**config.mk**
```make
export PLATFORM = sky130hd
export DESIGN_NAME = mem_access_flat
export DESIGN_NICKNAME = d
export VERILOG_FILES = /design/src/rtl/mem_access_if.sv /design/src/rtl/mem_access.sv /design/src/flat_wrapper.sv
export SDC_FILE = /design/constraint.sdc
export NUM_CORES = 1
export LEC_CHECK = 0
export CORE_MARGIN = 2
export CORE_UTILIZATION = 41
export DETAILED_ROUTE_END_ITERATION = 12
export PLACE_DENSITY = 0.94
export SYNTH_ARGS = -nofsm -noshare
export SYNTH_HDL_FRONTEND = slang
export SYNTH_SLANG_ARGS = --single-unit
export TNS_END_PERCENT = 1
```
**constraint.sdc**
```tcl
create_clock -name clk -period 7.45 [get_ports clk]
set_clock_uncertainty 0.2 [all_clocks]
set_input_delay 1.49 -clock clk [delete_from_list [all_inputs] [get_ports clk]]
set_output_delay 1.49 -clock clk [all_outputs]
set_load 0.02 [all_outputs]
```
**src/rtl/mem_access_if.sv**
```systemverilog
// mem_access_if: EX-side, writeback and byte-memory signals of the memory-access stage
interface mem_access_if;
  logic        rdy;
  logic        stall_req;
  logic        we_in;
  logic [4:0]  waddr_in;
  logic [31:0] wdata_in;
  logic        ma_we_in;
  logic        ma_re_in;
  logic [2:0]  ma_width_in;
  logic [31:0] ma_addr_in;
  logic [31:0] ma_wdata_in;
  logic        we;
  logic [4:0]  waddr;
  logic [31:0] wdata;
  logic        mem_req;
  logic        mem_we;
  logic [31:0] mem_addr;
  logic [7:0]  mem_wdata;
  logic [7:0]  mem_rdata;
  logic        mem_ack;
  modport master (
    output rdy, we_in, waddr_in, wdata_in, ma_we_in, ma_re_in, ma_width_in, ma_addr_in,
           ma_wdata_in, mem_rdata, mem_ack,
    input  stall_req, we, waddr, wdata, mem_req, mem_we, mem_addr, mem_wdata
  );
  modport slave (
    input  rdy, we_in, waddr_in, wdata_in, ma_we_in, ma_re_in, ma_width_in, ma_addr_in,
           ma_wdata_in, mem_rdata, mem_ack,
    output stall_req, we, waddr, wdata, mem_req, mem_we, mem_addr, mem_wdata
  );
endinterface

```
**src/rtl/mem_access.sv**
```systemverilog
// mem_access: serialises loads/stores into byte transfers, stalling the pipeline until done
module mem_access (
  input logic         clk,
  input logic         rst,
  mem_access_if.slave bus
);
  localparam logic [1:0] IDLE   = 2'd0;
  localparam logic [1:0] ACCESS = 2'd1;
  localparam logic [1:0] DONE   = 2'd2;
  logic [1:0]  state_q, state_d, cnt_q, cnt_d, last;
  logic [31:0] rd_buf_q, rd_buf_d, ld_word;
  logic        is_mem, sx, pass, in_acc;
  always_comb begin
    is_mem   = bus.ma_we_in | bus.ma_re_in;
    last     = bus.ma_width_in[1:0] == 2'b00 ? 2'd0 : bus.ma_width_in[1:0] == 2'b01 ? 2'd1 : 2'd3;
    state_d  = state_q;
    cnt_d    = cnt_q;
    rd_buf_d = rd_buf_q;
    if (bus.rdy) begin
      if (state_q == IDLE && is_mem) begin
        state_d = ACCESS;
        cnt_d   = 2'd0;
      end else if (state_q == ACCESS && bus.mem_ack) begin
        if (!bus.ma_we_in) rd_buf_d[{cnt_q, 3'b000} +: 8] = bus.mem_rdata;
        if (cnt_q == last) state_d = DONE;
        else cnt_d = cnt_q + 2'd1;
      end else if (state_q == DONE) state_d = IDLE;
    end
  end
  always_ff @(posedge clk) begin
    if (rst) begin
      state_q  <= IDLE;
      cnt_q    <= 2'd0;
      rd_buf_q <= 32'd0;
    end else begin
      state_q  <= state_d;
      cnt_q    <= cnt_d;
      rd_buf_q <= rd_buf_d;
    end
  end
  always_comb begin
    sx      = ~bus.ma_width_in[2];
    ld_word = bus.ma_width_in[1:0] == 2'b00 ? {{24{sx & rd_buf_q[7]}}, rd_buf_q[7:0]} :
              bus.ma_width_in[1:0] == 2'b01 ? {{16{sx & rd_buf_q[15]}}, rd_buf_q[15:0]} : rd_buf_q;
    in_acc  = !rst && state_q == ACCESS;
    pass    = !rst && ((state_q == IDLE && !is_mem) || state_q == DONE);
    bus.stall_req = !rst && ((state_q == IDLE && is_mem) || state_q == ACCESS);
    bus.mem_req   = in_acc;
    bus.mem_we    = in_acc && bus.ma_we_in;
    bus.mem_addr  = in_acc ? bus.ma_addr_in + {30'd0, cnt_q} : 32'd0;
    bus.mem_wdata = in_acc ? bus.ma_wdata_in[{cnt_q, 3'b000} +: 8] : 8'd0;
    bus.we        = pass && bus.we_in;
    bus.waddr     = pass ? bus.waddr_in : 5'd0;
    bus.wdata     = !pass ? 32'd0 : (state_q == DONE && !bus.ma_we_in) ? ld_word : bus.wdata_in;
  end
endmodule

```
**src/flat_wrapper.sv**
```systemverilog
// flat-port wrapper written by rule: the top's interface ports become plain ports
module mem_access_flat 
  (clk, rst, bus_rdy, bus_we_in, bus_waddr_in, bus_wdata_in, bus_ma_we_in, bus_ma_re_in, bus_ma_width_in, bus_ma_addr_in, bus_ma_wdata_in, bus_mem_rdata, bus_mem_ack, bus_stall_req, bus_we, bus_waddr, bus_wdata, bus_mem_req, bus_mem_we, bus_mem_addr, bus_mem_wdata);
  mem_access_if bus_i ();
  input logic clk;
  input logic rst;
  input wire logic [$bits(bus_i.rdy)-1:0] bus_rdy;
  input wire logic [$bits(bus_i.we_in)-1:0] bus_we_in;
  input wire logic [$bits(bus_i.waddr_in)-1:0] bus_waddr_in;
  input wire logic [$bits(bus_i.wdata_in)-1:0] bus_wdata_in;
  input wire logic [$bits(bus_i.ma_we_in)-1:0] bus_ma_we_in;
  input wire logic [$bits(bus_i.ma_re_in)-1:0] bus_ma_re_in;
  input wire logic [$bits(bus_i.ma_width_in)-1:0] bus_ma_width_in;
  input wire logic [$bits(bus_i.ma_addr_in)-1:0] bus_ma_addr_in;
  input wire logic [$bits(bus_i.ma_wdata_in)-1:0] bus_ma_wdata_in;
  input wire logic [$bits(bus_i.mem_rdata)-1:0] bus_mem_rdata;
  input wire logic [$bits(bus_i.mem_ack)-1:0] bus_mem_ack;
  output wire logic [$bits(bus_i.stall_req)-1:0] bus_stall_req;
  output wire logic [$bits(bus_i.we)-1:0] bus_we;
  output wire logic [$bits(bus_i.waddr)-1:0] bus_waddr;
  output wire logic [$bits(bus_i.wdata)-1:0] bus_wdata;
  output wire logic [$bits(bus_i.mem_req)-1:0] bus_mem_req;
  output wire logic [$bits(bus_i.mem_we)-1:0] bus_mem_we;
  output wire logic [$bits(bus_i.mem_addr)-1:0] bus_mem_addr;
  output wire logic [$bits(bus_i.mem_wdata)-1:0] bus_mem_wdata;
  assign bus_i.rdy = bus_rdy;
  assign bus_i.we_in = bus_we_in;
  assign bus_i.waddr_in = bus_waddr_in;
  assign bus_i.wdata_in = bus_wdata_in;
  assign bus_i.ma_we_in = bus_ma_we_in;
  assign bus_i.ma_re_in = bus_ma_re_in;
  assign bus_i.ma_width_in = bus_ma_width_in;
  assign bus_i.ma_addr_in = bus_ma_addr_in;
  assign bus_i.ma_wdata_in = bus_ma_wdata_in;
  assign bus_i.mem_rdata = bus_mem_rdata;
  assign bus_i.mem_ack = bus_mem_ack;
  assign bus_stall_req = bus_i.stall_req;
  assign bus_we = bus_i.we;
  assign bus_waddr = bus_i.waddr;
  assign bus_wdata = bus_i.wdata;
  assign bus_mem_req = bus_i.mem_req;
  assign bus_mem_we = bus_i.mem_we;
  assign bus_mem_addr = bus_i.mem_addr;
  assign bus_mem_wdata = bus_i.mem_wdata;
  mem_access u_core (.clk(clk), .rst(rst), .bus(bus_i));
endmodule
```
==> impl_metrics.env <==
export IMPL_ys_seq_area_share_pct=21.9
export IMPL_hpwl_um=10100
export IMPL_coreArea_mm2=0.00777
export IMPL_die_w_um=93.6
export IMPL_startpoint_type="input port"
export IMPL_setup_violations_final=0
export IMPL_cts_repair_resized=0
export IMPL_finalMaxSlewViolations=0
export IMPL_mostFrequentLayoutCell="clkdlybuf4s50_1"
export IMPL_syn_area_mm2=0.00329
export IMPL_grt_pass1_vias=4239
export IMPL_rows=32
export IMPL_synth_edf_count=0
export IMPL_synth_area_top_cells="dfxtp_1, a21oi_1, nand2_1"
export IMPL_grtUsageTotal_pct=29.1
export IMPL_status="completed"
export IMPL_tightest_slew_ps=1120
export IMPL_cts_clk_slew_worst_paths_ps=70
export IMPL_synthArstFlopShare_pct=0
export IMPL_final_cell_mix="clkdlybuf4s50_1, a21oi_1, nand2_1"
export IMPL_worstSetupEndpointType="output pin"
export IMPL_first_pass_iters=6
export IMPL_cts_setup_buffers=0
export IMPL_grt_pass1_wl_um=20500
export IMPL_die_y_um=93.6
export IMPL_design_area_mm2=0.00540
export IMPL_die_area_mm2=0.00876
export IMPL_cts_tree="built"
export IMPL_final_nets=783
export IMPL_rr_endpoint="u_core.rd_buf_q[1]"
export IMPL_pre_cts_slack_ps=1560
export IMPL_power_density_mw_per_mm2=102
export IMPL_period_share_pct=79.3
export IMPL_rsz0062_at_grt="no"
export IMPL_yosys_area_top_type_share_pct=21.9
export IMPL_drc_errors=0
export IMPL_area_growth_syn_to_layout_pct=64.2
export IMPL_grt_max_degree=41
export IMPL_drive_above_1_share_pct=3.65
export IMPL_gp_congestion=1.08
export IMPL_critPathRequiredTime_ps=5760
export IMPL_cts_root_buf="clkbuf_8"
export IMPL_diodes=0
export IMPL_synth_seq_cells=36
export IMPL_cp_arrival_ps=4220
export IMPL_ff2ff_path_depth=5
export IMPL_p_leak_nw=1.87
export IMPL_hold_worst_slack_ps=250
export IMPL_htree_num_levels=2
export IMPL_synth_top_flop_cell="dfxtp_1"
export IMPL_worstReg2RegStart="u_core.cnt_q[0]"
export IMPL_cts_buffer_depth=2
export IMPL_crit_fanout=8
export IMPL_clock_sinks=36
export IMPL_synth_top_cell_by_area="dfxtp_1"
export IMPL_port_buffers=199
export IMPL_max_cap_violations=0
export IMPL_start_util_pct=42.3
export IMPL_path_class="in -> out"
export IMPL_first_iter_violations=315
export IMPL_hold_violations=0
export IMPL_yosysWarnings=0
export IMPL_layout_setup_ws_ps=1540
export IMPL_ios=200
export IMPL_numCtsBuffers=5
export IMPL_fmax_mhz=169
export IMPL_setup_tns_ps=0
export IMPL_drtAntennaViolNets=0
export IMPL_relSlewSlack_pct=25.0
export IMPL_syn_nets=607
export IMPL_wl_um=13000
export IMPL_endpoint="bus_mem_addr[24]"
export IMPL_nFillCells=635
export IMPL_peakVddDrop_mv=0.100
export IMPL_yosysUniqueCellTypes=43
export IMPL_avgSynthCellArea_um2=6.85
export IMPL_r2r_slack_ps=4430
export IMPL_clock_latency_ps=290
export IMPL_via_count=4409
export IMPL_grt_overflow=0
export IMPL_avgRoutedWirePerCell_um=17.1
export IMPL_hp_class="reg -> reg"
export IMPL_placed_cell_area_mm2=0.00530
export IMPL_finalCriticalPeriod_ps=5910
export IMPL_crit_start="bus_ma_addr_in[0]"
export IMPL_hold_buffers=0
export IMPL_antenna_found_initial=0
export IMPL_drt_vias_per_instance=5.81
export IMPL_synth_cells=480
-- per-stage QoR --
step / utilization, % / instances / power [mW]
after floorplan: - / 480 / 0.269
after global placement: 68.2 / 751 / 0.375
after detailed placement: 68.2 / 751 / 0.381
after CTS: 69.6 / 759 / 0.548
after global routing: 69.6 / 759 / 0.569
final: 69.6 / 759 / 0.549
-- state kept, by name, indices dropped and copies added, names as in the netlist --
signal,cells
u_core.rd_buf_q,32
u_core.cnt_q,2
u_core.state_q,2
-- cell type report --
type	count	area (µm²)	share of cell area [%]
inverters	6	22.5	0.417
flip-flops and latches	36	721	13.3
multi-input cells	404	2400	44.5
repair buffers	203	2020	37.4
clock buffers	6	72.6	1.34
clock inverters	2	35.0	0.648
well taps	102	128	2.36
-- worst min path at each step --
stage                   startpoint                   to  slack, ps  cells past startpoint
6_report       u_core.rd_buf_q[21]  u_core.rd_buf_q[21]        250                      2
5_1_grt        u_core.rd_buf_q[21]  u_core.rd_buf_q[21]        270                      2
3_5_place_dp   u_core.rd_buf_q[28]  u_core.rd_buf_q[28]        240                      2
3_3_place_gp   u_core.rd_buf_q[21]  u_core.rd_buf_q[21]        240                      2
2_1_floorplan  u_core.rd_buf_q[16]  u_core.rd_buf_q[16]        230                      2
4_1_cts        u_core.rd_buf_q[21]  u_core.rd_buf_q[21]        250                      2
-- Yosys cell counts (2+ instances only) --
master / instances
a21oi_1: 85
and2_1: 17
and3_1: 10
and4_1: 4
buf_2: 5
buf_6: 2
clkbuf_1: 26
dfxtp_1: 36
ha_1: 7
inv_1: 6
mux2i_1: 2
mux4_2: 8
nand2_1: 84
nand2b_1: 18
nand3_1: 59
nand4_1: 11
nor2_1: 14
nor2b_1: 2
nor3_1: 5
nor3b_1: 4
nor4_1: 2
o21ai_0: 14
o31ai_1: 12
or3_1: 7
or3b_1: 2
or4_1: 11
xnor2_1: 2
xor2_1: 10
-- cell families (layout without fill, tap and decap cells) --
family                     Yosys count  in the layout  synth area share (%)
AOI/OAI and AO/OA                  120            120                  20.0
xor gates and xnor gates            12             12                  3.20
adders and majority gates            8              8                  3.27
buffers and inverters               40            217                  5.21
DFF                                 36             36                  21.9
muxes                               11             11                  6.43
and+or+nand+nor                    253            253                  39.9
-- metal layers --
| layer | wire (µm) | vias to the layer above | track usage (%) |
|---|---|---|---|
| met5 | 0 | - | 0 |
| met4 | 534 | 0 | 11.8 |
| met3 | 1100 | 55 | 6.37 |
| met2 | 6330 | 254 | 51.1 |
| met1 | 5000 | 2016 | 34.2 |
| li1 | - | 2084 | - |
-- worst max-delay path, cell delays in order --
cell             delay (ps)
clkdlybuf4s50_1         460
ha_1                    180
fa_1                    250
and4_1                  330
nand3_2                 200
or4_1                   510
a21oi_1                 160
clkdlybuf4s50_1         620
-- power by group --
group	switching (mW)	total, mW	internal [mW]
logic	0.0817	0.181	0.0997
registers	0.00282	0.197	0.194
clock network	0.0714	0.171	0.0993
total	0.156	0.549	0.393
Note: power is estimated with default switching activity, not from simulation.
